[config.mk]
export PLATFORM = sky130hd
export DESIGN_NAME = control_unit_flat
export DESIGN_NICKNAME = d
export VERILOG_FILES = /design/src/rtl/cpu_pkg.sv /design/src/rtl/control_unit_if.sv /design/src/rtl/control_unit_instr_decode.sv /design/src/rtl/control_unit.sv /design/src/flat_wrapper.sv
export SDC_FILE = /design/constraint.sdc
export NUM_CORES = 1
export LEC_CHECK = 0
export CAP_MARGIN = 20
export CORE_ASPECT_RATIO = 0.6
export CORE_MARGIN = 2
export CORE_UTILIZATION = 42
export CTS_CLUSTER_SIZE = 14
export DETAILED_ROUTE_END_ITERATION = 16
export GPL_ROUTABILITY_DRIVEN = 0
export PLACE_DENSITY = 0.78
export REMOVE_ABC_BUFFERS = 1
export SETUP_SLACK_MARGIN = 0.3
export SLEW_MARGIN = 25
export SYNTH_ARGS = -nofsm -noshare
export SYNTH_HDL_FRONTEND = slang
export SYNTH_SLANG_ARGS = --single-unit
[constraint.sdc]
create_clock -name clock -period 1.7 [get_ports clock]
set_input_delay 0.255 -clock clock [delete_from_list [all_inputs] [get_ports clock]]
set_output_delay 0.255 -clock clock [all_outputs]
set_load 0.005 [all_outputs]
[src/rtl/cpu_pkg.sv]
`default_nettype none
// +--------------------------------------------------------------------------+
// | Module   : cpu_pkg                                                       |
// | Brief    : Shared opcode, ALU, load-source, state and control types.    |
// | Revision : 1.0 - initial release                                         |
// +--------------------------------------------------------------------------+
package cpu_pkg;

    localparam logic [3:0] OP_NOP   = 4'h0;
    localparam logic [3:0] OP_ADD   = 4'h1;
    localparam logic [3:0] OP_SUB   = 4'h2;
    localparam logic [3:0] OP_ADDI  = 4'h3;
    localparam logic [3:0] OP_LOAD  = 4'h4;
    localparam logic [3:0] OP_STORE = 4'h5;
    localparam logic [3:0] OP_PUSH  = 4'h6;
    localparam logic [3:0] OP_PLOT  = 4'h7;
    localparam logic [3:0] OP_HALT  = 4'hF;

    localparam logic [3:0] ALU_OP_NONE = 4'd0;
    localparam logic [3:0] ALU_OP_ADD  = 4'd1;
    localparam logic [3:0] ALU_OP_SUB  = 4'd2;

    localparam logic [1:0] LOAD_SRC_NONE = 2'b00;
    localparam logic [1:0] LOAD_SRC_ALU  = 2'b01;
    localparam logic [1:0] LOAD_SRC_MEM  = 2'b10;

    typedef enum logic [2:0] {
        ST_FETCH     = 3'd0,
        ST_EXEC      = 3'd1,
        ST_WB        = 3'd2,
        ST_PLOT_WAIT = 3'd3,
        ST_HALT      = 3'd4,
        ST_FAULT     = 3'd5
    } state_t;

    typedef struct packed {
        logic [3:0] rd;
        logic [3:0] ra;
        logic [3:0] rb;
        logic       is_nop;
        logic       is_add;
        logic       is_sub;
        logic       is_addi;
        logic       is_load;
        logic       is_store;
        logic       is_push;
        logic       is_plot;
        logic       is_halt;
        logic       is_illegal;
    } decode_t;

    typedef struct packed {
        logic [3:0]  alu_op;
        logic [3:0]  alu_a_select;
        logic [3:0]  alu_b_select;
        logic [3:0]  alu_out_select;
        logic [3:0]  vga_color_select;
        logic [3:0]  vga_coord_select;
        logic [15:0] alu_a_altern;
        logic [15:0] alu_b_altern;
        logic        alu_a_source;
        logic        alu_b_source;
        logic [1:0]  alu_load_src;
        logic        alu_store_to_mem;
        logic        alu_store_to_stk;
        logic        pc_inc;
        logic        plot;
        logic        halted;
        logic        fault;
    } ctrl_t;

endpackage
`default_nettype wire

[src/rtl/control_unit_if.sv]
`default_nettype none
// +--------------------------------------------------------------------------+
// | Module   : control_unit_if                                               |
// | Brief    : Control unit <-> datapath/VGA bundle.                         |
// | Revision : 1.0 - initial release                                         |
// +--------------------------------------------------------------------------+
interface control_unit_if;
    logic [15:0] current_instruction;
    logic [15:0] errorbit;
    logic        plot_ready;
    logic [3:0]  alu_op;
    logic [3:0]  alu_a_select;
    logic [3:0]  alu_b_select;
    logic [3:0]  alu_out_select;
    logic [3:0]  vga_color_select;
    logic [3:0]  vga_coord_select;
    logic [15:0] alu_a_altern;
    logic [15:0] alu_b_altern;
    logic        alu_a_source;
    logic        alu_b_source;
    logic [1:0]  alu_load_src;
    logic        alu_store_to_mem;
    logic        alu_store_to_stk;
    logic        program_counter_increment;
    logic        plot;
    logic        halted;
    logic        fault;

    modport master (
        input  current_instruction, errorbit, plot_ready,
        output alu_op, alu_a_select, alu_b_select, alu_out_select,
               vga_color_select, vga_coord_select, alu_a_altern, alu_b_altern,
               alu_a_source, alu_b_source, alu_load_src, alu_store_to_mem,
               alu_store_to_stk, program_counter_increment, plot, halted, fault
    );

    modport slave (
        output current_instruction, errorbit, plot_ready,
        input  alu_op, alu_a_select, alu_b_select, alu_out_select,
               vga_color_select, vga_coord_select, alu_a_altern, alu_b_altern,
               alu_a_source, alu_b_source, alu_load_src, alu_store_to_mem,
               alu_store_to_stk, program_counter_increment, plot, halted, fault
    );
endinterface
`default_nettype wire

[src/rtl/control_unit_instr_decode.sv]
`default_nettype none
// +--------------------------------------------------------------------------+
// | Module   : instr_decode                                                  |
// | Brief    : Splits the instruction word into fields and opcode classes.   |
// | Revision : 1.0 - initial release                                         |
// +--------------------------------------------------------------------------+
module instr_decode
    import cpu_pkg::*;
(
    input  wire [15:0] i_instr,
    output decode_t    o_dec
);

    always_comb begin
        o_dec    = '0;
        o_dec.rd = i_instr[11:8];
        o_dec.ra = i_instr[7:4];
        o_dec.rb = i_instr[3:0];
        case (i_instr[15:12])
            OP_NOP:   o_dec.is_nop   = 1'b1;
            OP_ADD:   o_dec.is_add   = 1'b1;
            OP_SUB:   o_dec.is_sub   = 1'b1;
            OP_ADDI:  o_dec.is_addi  = 1'b1;
            OP_LOAD:  o_dec.is_load  = 1'b1;
            OP_STORE: o_dec.is_store = 1'b1;
            OP_PUSH:  o_dec.is_push  = 1'b1;
            OP_PLOT:  o_dec.is_plot  = 1'b1;
            OP_HALT:  o_dec.is_halt  = 1'b1;
            default:  o_dec.is_illegal = 1'b1;
        endcase
    end

endmodule
`default_nettype wire

[src/rtl/control_unit.sv]
`default_nettype none
// +--------------------------------------------------------------------------+
// | Module   : control_unit                                                  |
// | Brief    : Multi-cycle FSM sequencing fetch/exec/writeback/plot.         |
// | Revision : 1.0 - initial release                                         |
// +--------------------------------------------------------------------------+
module control_unit
    import cpu_pkg::*;
(
    input  wire            clock,
    input  wire            reset,
    control_unit_if.master bus
);

    state_t      state_q, state_d;
    logic [15:0] ir_q, ir_d;
    ctrl_t       ctrl_q, ctrl_d;
    decode_t     dec;

    // Decoding ir_d lets outputs be registered against the state being entered.
    instr_decode u_decode (
        .i_instr (ir_d),
        .o_dec   (dec)
    );

    always_comb begin
        state_d = state_q;
        ir_d    = ir_q;
        ctrl_d  = '0;

        case (state_q)
            ST_FETCH: begin
                ir_d    = bus.current_instruction;
                state_d = ST_EXEC;
            end
            ST_EXEC: begin
                if (dec.is_illegal)
                    state_d = ST_FAULT;
                else if (dec.is_halt)
                    state_d = ST_HALT;
                else if (dec.is_add || dec.is_sub || dec.is_addi || dec.is_load)
                    state_d = ST_WB;
                else if (dec.is_plot)
                    state_d = ST_PLOT_WAIT;
                else
                    state_d = ST_FETCH;
            end
            ST_WB:        state_d = (bus.errorbit != 16'h0000) ? ST_FAULT : ST_FETCH;
            ST_PLOT_WAIT: if (bus.plot_ready) state_d = ST_FETCH;
            ST_HALT:      state_d = ST_HALT;
            ST_FAULT:     state_d = ST_FAULT;
            default:      state_d = ST_FAULT;
        endcase

        case (state_d)
            ST_EXEC: begin
                ctrl_d.alu_a_select = dec.ra;
                ctrl_d.alu_b_select = dec.rb;
                if (dec.is_add || dec.is_addi)
                    ctrl_d.alu_op = ALU_OP_ADD;
                else if (dec.is_sub)
                    ctrl_d.alu_op = ALU_OP_SUB;
                else
                    ctrl_d.alu_op = ALU_OP_NONE;
                ctrl_d.alu_b_source     = dec.is_addi;
                ctrl_d.alu_b_altern     = dec.is_addi ? {12'h000, dec.rb} : 16'h0000;
                ctrl_d.alu_store_to_mem = dec.is_store;
                ctrl_d.alu_store_to_stk = dec.is_push;
                ctrl_d.pc_inc           = dec.is_nop | dec.is_store | dec.is_push;
            end
            ST_WB: begin
                ctrl_d.alu_out_select = dec.rd;
                ctrl_d.alu_load_src   = dec.is_load ? LOAD_SRC_MEM : LOAD_SRC_ALU;
                ctrl_d.pc_inc         = 1'b1;
            end
            ST_PLOT_WAIT: begin
                ctrl_d.vga_color_select = dec.ra;
                ctrl_d.vga_coord_select = dec.rb;
                ctrl_d.plot             = 1'b1;
            end
            ST_HALT:  ctrl_d.halted = 1'b1;
            ST_FAULT: ctrl_d.fault  = 1'b1;
            default:  ctrl_d = '0;
        endcase
    end

    always_ff @(posedge clock) begin
        if (reset) begin
            state_q <= ST_FETCH;
            ir_q    <= 16'h0000;
            ctrl_q  <= '0;
        end else begin
            state_q <= state_d;
            ir_q    <= ir_d;
            ctrl_q  <= ctrl_d;
        end
    end

    assign bus.alu_op           = ctrl_q.alu_op;
    assign bus.alu_a_select     = ctrl_q.alu_a_select;
    assign bus.alu_b_select     = ctrl_q.alu_b_select;
    assign bus.alu_out_select   = ctrl_q.alu_out_select;
    assign bus.vga_color_select = ctrl_q.vga_color_select;
    assign bus.vga_coord_select = ctrl_q.vga_coord_select;
    assign bus.alu_a_altern     = ctrl_q.alu_a_altern;
    assign bus.alu_b_altern     = ctrl_q.alu_b_altern;
    assign bus.alu_a_source     = ctrl_q.alu_a_source;
    assign bus.alu_b_source     = ctrl_q.alu_b_source;
    assign bus.alu_load_src     = ctrl_q.alu_load_src;
    assign bus.alu_store_to_mem = ctrl_q.alu_store_to_mem;
    assign bus.alu_store_to_stk = ctrl_q.alu_store_to_stk;
    assign bus.plot             = ctrl_q.plot;
    assign bus.halted           = ctrl_q.halted;
    assign bus.fault            = ctrl_q.fault;

    // The plot handshake retires in the ready cycle itself; a pending reset cancels it.
    assign bus.program_counter_increment = ctrl_q.pc_inc |
        ((state_q == ST_PLOT_WAIT) & bus.plot_ready & ~reset);

endmodule
`default_nettype wire

[src/flat_wrapper.sv]
// flat-port wrapper written by rule: the top's interface ports become plain ports
module control_unit_flat import cpu_pkg::*;
  (clock, reset, bus_current_instruction, bus_errorbit, bus_plot_ready, bus_alu_op, bus_alu_a_select, bus_alu_b_select, bus_alu_out_select, bus_vga_color_select, bus_vga_coord_select, bus_alu_a_altern, bus_alu_b_altern, bus_alu_a_source, bus_alu_b_source, bus_alu_load_src, bus_alu_store_to_mem, bus_alu_store_to_stk, bus_program_counter_increment, bus_plot, bus_halted, bus_fault);
  control_unit_if bus_i ();
  input  wire clock;
  input  wire reset;
  input wire logic [$bits(bus_i.current_instruction)-1:0] bus_current_instruction;
  input wire logic [$bits(bus_i.errorbit)-1:0] bus_errorbit;
  input wire logic [$bits(bus_i.plot_ready)-1:0] bus_plot_ready;
  output wire logic [$bits(bus_i.alu_op)-1:0] bus_alu_op;
  output wire logic [$bits(bus_i.alu_a_select)-1:0] bus_alu_a_select;
  output wire logic [$bits(bus_i.alu_b_select)-1:0] bus_alu_b_select;
  output wire logic [$bits(bus_i.alu_out_select)-1:0] bus_alu_out_select;
  output wire logic [$bits(bus_i.vga_color_select)-1:0] bus_vga_color_select;
  output wire logic [$bits(bus_i.vga_coord_select)-1:0] bus_vga_coord_select;
  output wire logic [$bits(bus_i.alu_a_altern)-1:0] bus_alu_a_altern;
  output wire logic [$bits(bus_i.alu_b_altern)-1:0] bus_alu_b_altern;
  output wire logic [$bits(bus_i.alu_a_source)-1:0] bus_alu_a_source;
  output wire logic [$bits(bus_i.alu_b_source)-1:0] bus_alu_b_source;
  output wire logic [$bits(bus_i.alu_load_src)-1:0] bus_alu_load_src;
  output wire logic [$bits(bus_i.alu_store_to_mem)-1:0] bus_alu_store_to_mem;
  output wire logic [$bits(bus_i.alu_store_to_stk)-1:0] bus_alu_store_to_stk;
  output wire logic [$bits(bus_i.program_counter_increment)-1:0] bus_program_counter_increment;
  output wire logic [$bits(bus_i.plot)-1:0] bus_plot;
  output wire logic [$bits(bus_i.halted)-1:0] bus_halted;
  output wire logic [$bits(bus_i.fault)-1:0] bus_fault;
  assign bus_i.current_instruction = bus_current_instruction;
  assign bus_i.errorbit = bus_errorbit;
  assign bus_i.plot_ready = bus_plot_ready;
  assign bus_alu_op = bus_i.alu_op;
  assign bus_alu_a_select = bus_i.alu_a_select;
  assign bus_alu_b_select = bus_i.alu_b_select;
  assign bus_alu_out_select = bus_i.alu_out_select;
  assign bus_vga_color_select = bus_i.vga_color_select;
  assign bus_vga_coord_select = bus_i.vga_coord_select;
  assign bus_alu_a_altern = bus_i.alu_a_altern;
  assign bus_alu_b_altern = bus_i.alu_b_altern;
  assign bus_alu_a_source = bus_i.alu_a_source;
  assign bus_alu_b_source = bus_i.alu_b_source;
  assign bus_alu_load_src = bus_i.alu_load_src;
  assign bus_alu_store_to_mem = bus_i.alu_store_to_mem;
  assign bus_alu_store_to_stk = bus_i.alu_store_to_stk;
  assign bus_program_counter_increment = bus_i.program_counter_increment;
  assign bus_plot = bus_i.plot;
  assign bus_halted = bus_i.halted;
  assign bus_fault = bus_i.fault;
  control_unit u_core (.clock(clock), .reset(reset), .bus(bus_i));
endmodule
==> metrics.md, run 1 <==
| Metric | Value |
|---|---|
| Setup violators final | `0` |
| Final Routed Wirelength | `5380 um` |
| Die height | `61.0 um` |
| Leakage Power | `1.81 nW` |
| CTS tree | `yes` |
| GRT Overall Usage | `18.1%` |
| # Max-Cap Violations | `0` |
| YS warnings | `0` |
| Seq cells post-synth | `54` |
| Max IR drop VDD | `0.601 mV` |
| Die area | `0.00604 mm^2` |
| Worst-path clk slew | `0.10 ns` |
| CTS sink cnt | `54` |
| Post-synthesis area per instance | `9.64 um^2` |
| HPWL after DPL | `3640 um` |
| 1st-iter DRT viols | `62` |
| Gate count of the mapped netlist | `236` |
| Synth cell types | `35` |
| CP max FO | `5` |
| CTS Buffer Depth | `2` |
| Final Max Slew Viols | `0` |
| GR peak layer | `met2` |
| Initial core utilization | `44.3%` |
| Die width | `99.0 um` |
| GR Util met3 | `7.60%` |
| Hold Violations, Final | `0` |
| Mapped Area | `0.00227 mm^2` |
| Hold buffer count at cts | `0` |
| Pwr Total | `4.17 mW` |
| Initial antenna violation count | `0` |
| Drt first pass iters | `4` |
| Core Region | `0.00513 mm^2` |
| RSZ-0062 raised after global routing | `yes` |
| Clk Latency, worst-skew pair | `0.30 ns` |
| Hold path start | `u_core.state_q[1]$_SDFF_PP0_` |
| Hold_ws | `0.507 ns` |
| Gr ovfl total | `0` |
| Run status | `complete, no violations` |
| Area grow syn2layout | `49.2%` |
| Num rows | `20` |
| Crit. End Element | `flip-flop` |
| Final Cell Area | `0.00339 mm^2` |
| Seq/Total Area, Yosys | `47.5%` |
| Max Clock Skew | `0.0109 ns` |
| Wire length per cell | `14.6 um` |
| CP Launch Type | `flip-flop` |
| GR Layer Usage met2 | `30.6%` |
| Drt drc | `0` |
| Antenna viol nets, final | `0` |
| Fin crit period | `1.57 ns` |
| Num ports | `101` |
| Fin cells | `369` |
| Area after DPL | `0.00279 mm^2` |
| Largest net degree at the start of global routing | `18` |
| Final Core Density | `66.1%` |
| Req. time, crit path | `1.94 ns` |
| Vias | `1680` |
| CP Data Arrival Time | `1.81 ns` |
| Clock Tree Root | `clkbuf_8` |
| Hold Crit Class | `flip-flop to flip-flop` |
| H-tree depth | `2` |
| Share of layout cells above drive strength 1 | `27.7%` |
| WS Path Type | `flip-flop to flip-flop` |
| Ant. Diodes | `0` |
| CTS buffer count | `5` |
| Worst R2R Start | `u_core.state_q[2]$_SDFF_PP0_` |
| Max Freq | `636 MHz` |
| Crit path from | `u_core.state_q[2]$_SDFF_PP0_` |
| Pwr Density | `1230 mW/mm^2` |
| Post-Place Cells | `349` |
| First-pass GRT wire length | `8340 um` |
| Global Route met1 Usage | `22.1%` |
| Port bufs | `69` |
| Final period utilization | `92.4%` |
| Average via count per standard cell | `4.55` |
| Nets@finish | `337` |
| Vias in the first global route | `1693` |
state kept, by name (all words and copies together) (netlist names), 2 cells and up:
register and cells:
u_core.bus.alu_load_src 2, u_core.bus.vga_color_select 4, u_core.bus.alu_op 2, u_core.bus.alu_b_altern 4, u_core.bus.alu_out_select 4, u_core.bus.vga_coord_select 4
u_core.bus.alu_a_select 4, u_core.state_q 3, u_core.bus.alu_b_select 4, u_core.ir_q 16
timing repair:
action / CTS / global route
gates resized for setup: 59 / 57
hold endpoints to repair: 0 / 0
pin swaps: 5 / 7
gates cloned: 1 / 0
setup buffers: 11 / 0
endpoints found under the setup margin: 47 / 69
final cells by class:
type	count	area, um^2
clock buffer	6	72.6
clock inverter	2	13.8
fill	402	1740
inverter	6	22.5
multi-input combinational	139	1110
sequential	54	1100
tap	66	82.6
timing repair buffer	96	998
stage by stage:
step / setup TNS, ns / setup WS [ns]
detailed placement: -0.794 / -0.138
global route: 0 / 0.0933
finish: 0 / 0.129
floorplan: -11.36 / -0.622
global placement: -0.299 / -0.0836
CTS: 0 / 0.174
cell families (layout without fill, tap and decap cells):
group	count (synthesis)	in the layout	share of synthesized area, %
simple gates	75	76	17.7
buf+inv	74	110	22.9
flops	54	54	47.5
mux	17	17	7.54
compound gates	14	14	3.80
other cells	1	31	0.165
xor+xnor	1	1	0.385
worst max-delay path, stage by stage, from the launching register on:
cell	delay [ns]
dfxtp_4	0.39
nor3_4	0.22
buf_12	0.15
mux2i_4	0.23
or3b_4	0.42
nor2_2	0.09
layer usage:
metal  vias up  wire [um]  share of wire (%)
met3         4        505                9.4
met5         -          0                  0
li1        814          -                  -
met1       791       2250                 42
met4         0         27               0.50
met2        71       2600                 48
worst paths after layout:
check	cells past startpoint	end	slack, ns
worst max-delay path	5	u_core.bus.alu_op[1]$_SDFF_PP0_	0.13
worst min-delay path	1	u_core.bus.halted$_SDFF_PP0_	0.51
worst max register to register	5	u_core.bus.alu_op[1]$_SDFF_PP0_	0.13
worst min register to register	1	u_core.bus.halted$_SDFF_PP0_	0.51
power by group:
group	internal (mW)	total [mW]	leakage (nW)	switching [mW]
clock	0.291	0.688	0.0452	0.396
combinational	1.11	1.88	1.32	0.771
sequential	1.45	1.61	0.445	0.156
total	2.85	4.17	1.81	1.32
cells in the final DEF (no fill, tap or decap), types with 3 or more instances in the layout:
cell type        netlist  routed
dfxtp_1               54      46
clkdlybuf4s50_1        0      36
conb_1                 1      31
nor2_1                32      26
dlymetal6s2s_1         0      26
buf_4                 60      19
mux2i_4                0      16
and2_1                 8       8
inv_1                  6       6
nor2_2                 0       6
dlygate4sd2_1          0       6
dfxtp_2                0       6
clkbuf_8               0       5
nor3_2                 1       4
nor3_1                 9       4
a21oi_1                5       4
nor4_1                 4       4
o21ai_0                3       3
buf_6                  2       3
buf_12                 0       3
cells in the mapped netlist:
cell type / count / area, um^2
buf_4: 60 / 450
dfxtp_1: 54 / 1080
nor2_1: 32 / 120
mux2i_1: 16 / 160
nor3_1: 9 / 45.0
and2_1: 8 / 50.1
inv_1: 6 / 22.5
a21oi_1: 5 / 25.0
nor4_1: 4 / 25.0
buf_2: 3 / 15.0
clkbuf_1: 3 / 11.3
nand3_1: 3 / 15.0
nor2b_1: 3 / 18.8
o21ai_0: 3 / 15.0
buf_6: 2 / 22.5
nand2_1: 2 / 7.51
nand2b_1: 2 / 12.5
nand4_1: 2 / 12.5
nor3b_1: 2 / 15.0
o22ai_1: 2 / 12.5
a31oi_1: 1 / 6.26
a32oi_1: 1 / 8.76
a41o_1: 1 / 10.0
and3_1: 1 / 6.26
and4bb_2: 1 / 12.5
conb_1: 1 / 3.75
mux2_2: 1 / 11.3
nor3_2: 1 / 10.0
nor4_4: 1 / 21.3
nor4b_1: 1 / 8.76
o311ai_0: 1 / 8.76
or2_2: 1 / 6.26
or3_1: 1 / 6.26
or3b_1: 1 / 8.76
xnor2_1: 1 / 8.76
No activity file was read; power rests on OpenSTA's default activity.
==> run 2: changes to the inputs <==
--- a/config.mk
+++ b/config.mk
@@ -14,7 +14,6 @@
 export GPL_ROUTABILITY_DRIVEN = 0
 export PLACE_DENSITY = 0.78
 export REMOVE_ABC_BUFFERS = 1
-export SETUP_SLACK_MARGIN = 0.3
 export SLEW_MARGIN = 25
 export SYNTH_ARGS = -nofsm -noshare
 export SYNTH_HDL_FRONTEND = slang
==> run 2 against run 1 <==
Compared with the run above:
- clock skew hardly changed
- clock-buffer cell count stayed put
- critical path depth stayed put
- design area is 12% lower
- critical path type unchanged
- register-to-register slack worse by 0.06 ns
- worst hold slack worse by 0.035 ns
- fmax is 3.5% lower
- non-clock buffer count is 6 lower
- global-route usage is 1.7 points lower
- die area stayed put
- sequential power is 3% lower
==> metrics.md, run 2 (synthesis gave the netlist of run 1 again) <==
| Metric | Value |
|---|---|
| Final period utilization | `95.8%` |
| Die width | `99.0 um` |
| H-tree depth | `2` |
| Max IR drop VDD | `0.560 mV` |
| Setup violators final | `0` |
| Clock Tree Root | `clkbuf_8` |
| Crit. End Element | `flip-flop` |
| FILL cells | `449` |
| Largest Register | `u_core.ir_q` |
| Clk pwr share | `19.6%` |
| Final Max Slew Viols | `0` |
| Num ports | `101` |
| Largest net degree at the start of global routing | `18` |
| Run status | `complete, no violations` |
| Sw Share | `30.0%` |
| Most common cell after layout, fill and taps aside | `clkdlybuf4s50_1` |
| Final worst slack | `0.0709 ns` |
| Pre-CTS setup slack | `-0.138 ns` |
| Antenna viol nets, final | `0` |
| Core Region | `0.00513 mm^2` |
| Fin crit period | `1.63 ns` |
| Int Pwr | `2.43 mW` |
| Max Clock Skew | `0.0105 ns` |
| # Max-Cap Violations | `0` |
| Net Sw Power | `1.04 mW` |
| CTS Buffer Depth | `2` |
| Final Cell Area | `0.00297 mm^2` |
| Req. time, crit path | `1.93 ns` |
| Nets@finish | `330` |
| Hold Violations, Final | `0` |
| Initial antenna violation count | `0` |
| Die area | `0.00604 mm^2` |
| Worst-path clk slew | `0.09 ns` |
| CTS sink cnt | `54` |
| Pwr Density | `1170 mW/mm^2` |
| Wire length per cell | `13.1 um` |
| CP Data Arrival Time | `1.86 ns` |
| GRT Overall Usage | `16.4%` |
| CTS tree | `yes` |
| Max Freq | `614 MHz` |
| CP Launch Type | `flip-flop` |
| Average via count per standard cell | `4.47` |
| Area grow syn2layout | `30.5%` |
| Drt drc | `0` |
| HPWL after DPL | `3640 um` |
| Drt first pass iters | `4` |
| Share of layout cells above drive strength 1 | `14.2%` |
| Max FFs per register | `16` |
| 1st-iter DRT viols | `72` |
| Clk Latency, worst-skew pair | `0.30 ns` |
| Final Routed Wirelength | `4750 um` |
| Hold buffer count at cts | `0` |
| CTS buffer count | `5` |
| Gr ovfl total | `0` |
| Most frequent cells in the layout | `clkdlybuf4s50_1, dfxtp_1, nor2_1` |
| WS Path Type | `flip-flop to flip-flop` |
| Die height | `61.0 um` |
| Logic pwr share | `35.4%` |
| Sequential share of power | `45.1%` |
| First-pass GRT wire length | `7560 um` |
| Num rows | `20` |
| Port bufs | `69` |
| Hold Crit Class | `primary input to flip-flop` |
| Vias | `1618` |
| CP max FO | `10` |
| Area after DPL | `0.00279 mm^2` |
| Vias in the first global route | `1534` |
| Final Core Density | `57.9%` |
| Initial core utilization | `44.3%` |
| Leakage Power | `1.27 nW` |
| Ant. Diodes | `0` |
run 2: cell types whose count changed in the layout (fill, tap and decap cells not counted), moves of 3 or more:
| cell | previous run | this run |
|---|---|---|
| nor2_2 | 6 | 0 |
| dlymetal6s2s_1 | 26 | 1 |
| clkdlybuf4s50_1 | 36 | 67 |
| nor3_1 | 4 | 9 |
| mux2i_4 | 16 | 1 |
| dfxtp_2 | 6 | 2 |
| dlygate4sd2_1 | 6 | 1 |
| nor2_1 | 26 | 32 |
| mux2i_1 | 0 | 14 |
| buf_6 | 3 | 0 |
| dfxtp_1 | 46 | 51 |
| nor3_2 | 4 | 0 |
run 2: stage by stage:
| stage | std cells | setup TNS (ns) | hold slack (ns) | power [mW] |
|---|---|---|---|---|
| 2_1_floorplan | 198 | -11.36 | 0.324 | 2.12 |
| 3_3_place_gp | 349 | -0.299 | 0.469 | 2.60 |
| 3_5_place_dp | 349 | -0.794 | 0.477 | 2.62 |
| 4_1_cts | 359 | 0 | 0.497 | 3.37 |
| 5_1_grt | 362 | -0.00194 | 0.476 | 3.68 |
| 6_report | 362 | 0 | 0.472 | 3.47 |
run 2: per-layer routing:
layer | GRT usage [%] | vias to the layer above | wire, um
met5 | 0 | - | 0
met4 | 3.91 | 0 | 26
met3 | 7.37 | 4 | 494
met2 | 25.1 | 69 | 2080
met1 | 21.5 | 741 | 2150
li1 | - | 804 | -
run 2: path summary, 6_finish.rpt:
| check | from | end | slack, ns | depth (start not counted) |
|---|---|---|---|---|
| min reg2reg | u_core.ir_q[11]$_SDFF_PP0_ | u_core.ir_q[11]$_SDFF_PP0_ | 0.49 | 2 |
| max | u_core.state_q[2]$_SDFF_PP0_ | u_core.bus.alu_op[1]$_SDFF_PP0_ | 0.07 | 5 |
| max reg2reg | u_core.state_q[2]$_SDFF_PP0_ | u_core.bus.alu_op[1]$_SDFF_PP0_ | 0.07 | 5 |
| min | reset | u_core.ir_q[3]$_SDFF_PP0_ | 0.47 | 3 |
run 2: power by group through the flow:
stage / sequential (mW) / clock, mW / combinational (mW)
2_1_floorplan: 1.57 / 0 / 0.551
3_3_place_gp: 1.57 / 0 / 1.02
3_5_place_dp: 1.58 / 0 / 1.05
4_1_cts: 1.56 / 0.707 / 1.11
5_1_grt: 1.59 / 0.763 / 1.33
6_report: 1.56 / 0.679 / 1.23
run 2: cell type report:
class                      instances  area, um^2  share of cell area [%]
sequential                        54        1090                    36.6
timing repair buffer              90         862                    29.0
multi-input combinational        138         828                    27.9
tap                               66        82.6                    2.78
clock buffer                       6        72.6                    2.44
inverter                           6        22.5                   0.759
clock inverter                     2        13.8                   0.464
run 2: worst max-delay path: stages (launching register included):
cell and delay [ns]:
dfxtp_2 0.41, nor3_4 0.24, buf_12 0.15, mux2i_4 0.25
or3b_4 0.41, nor2_1 0.11
run 2: timing repair:
| item | 4_1_cts | 5_1_grt |
|---|---|---|
| setup buffers | 2 | 3 |
| pin swaps | 1 | 2 |
| resized for setup | 9 | 5 |
| endpoints found under the setup margin | 17 | 10 |
| endpoints found under the hold margin | 0 | 0 |
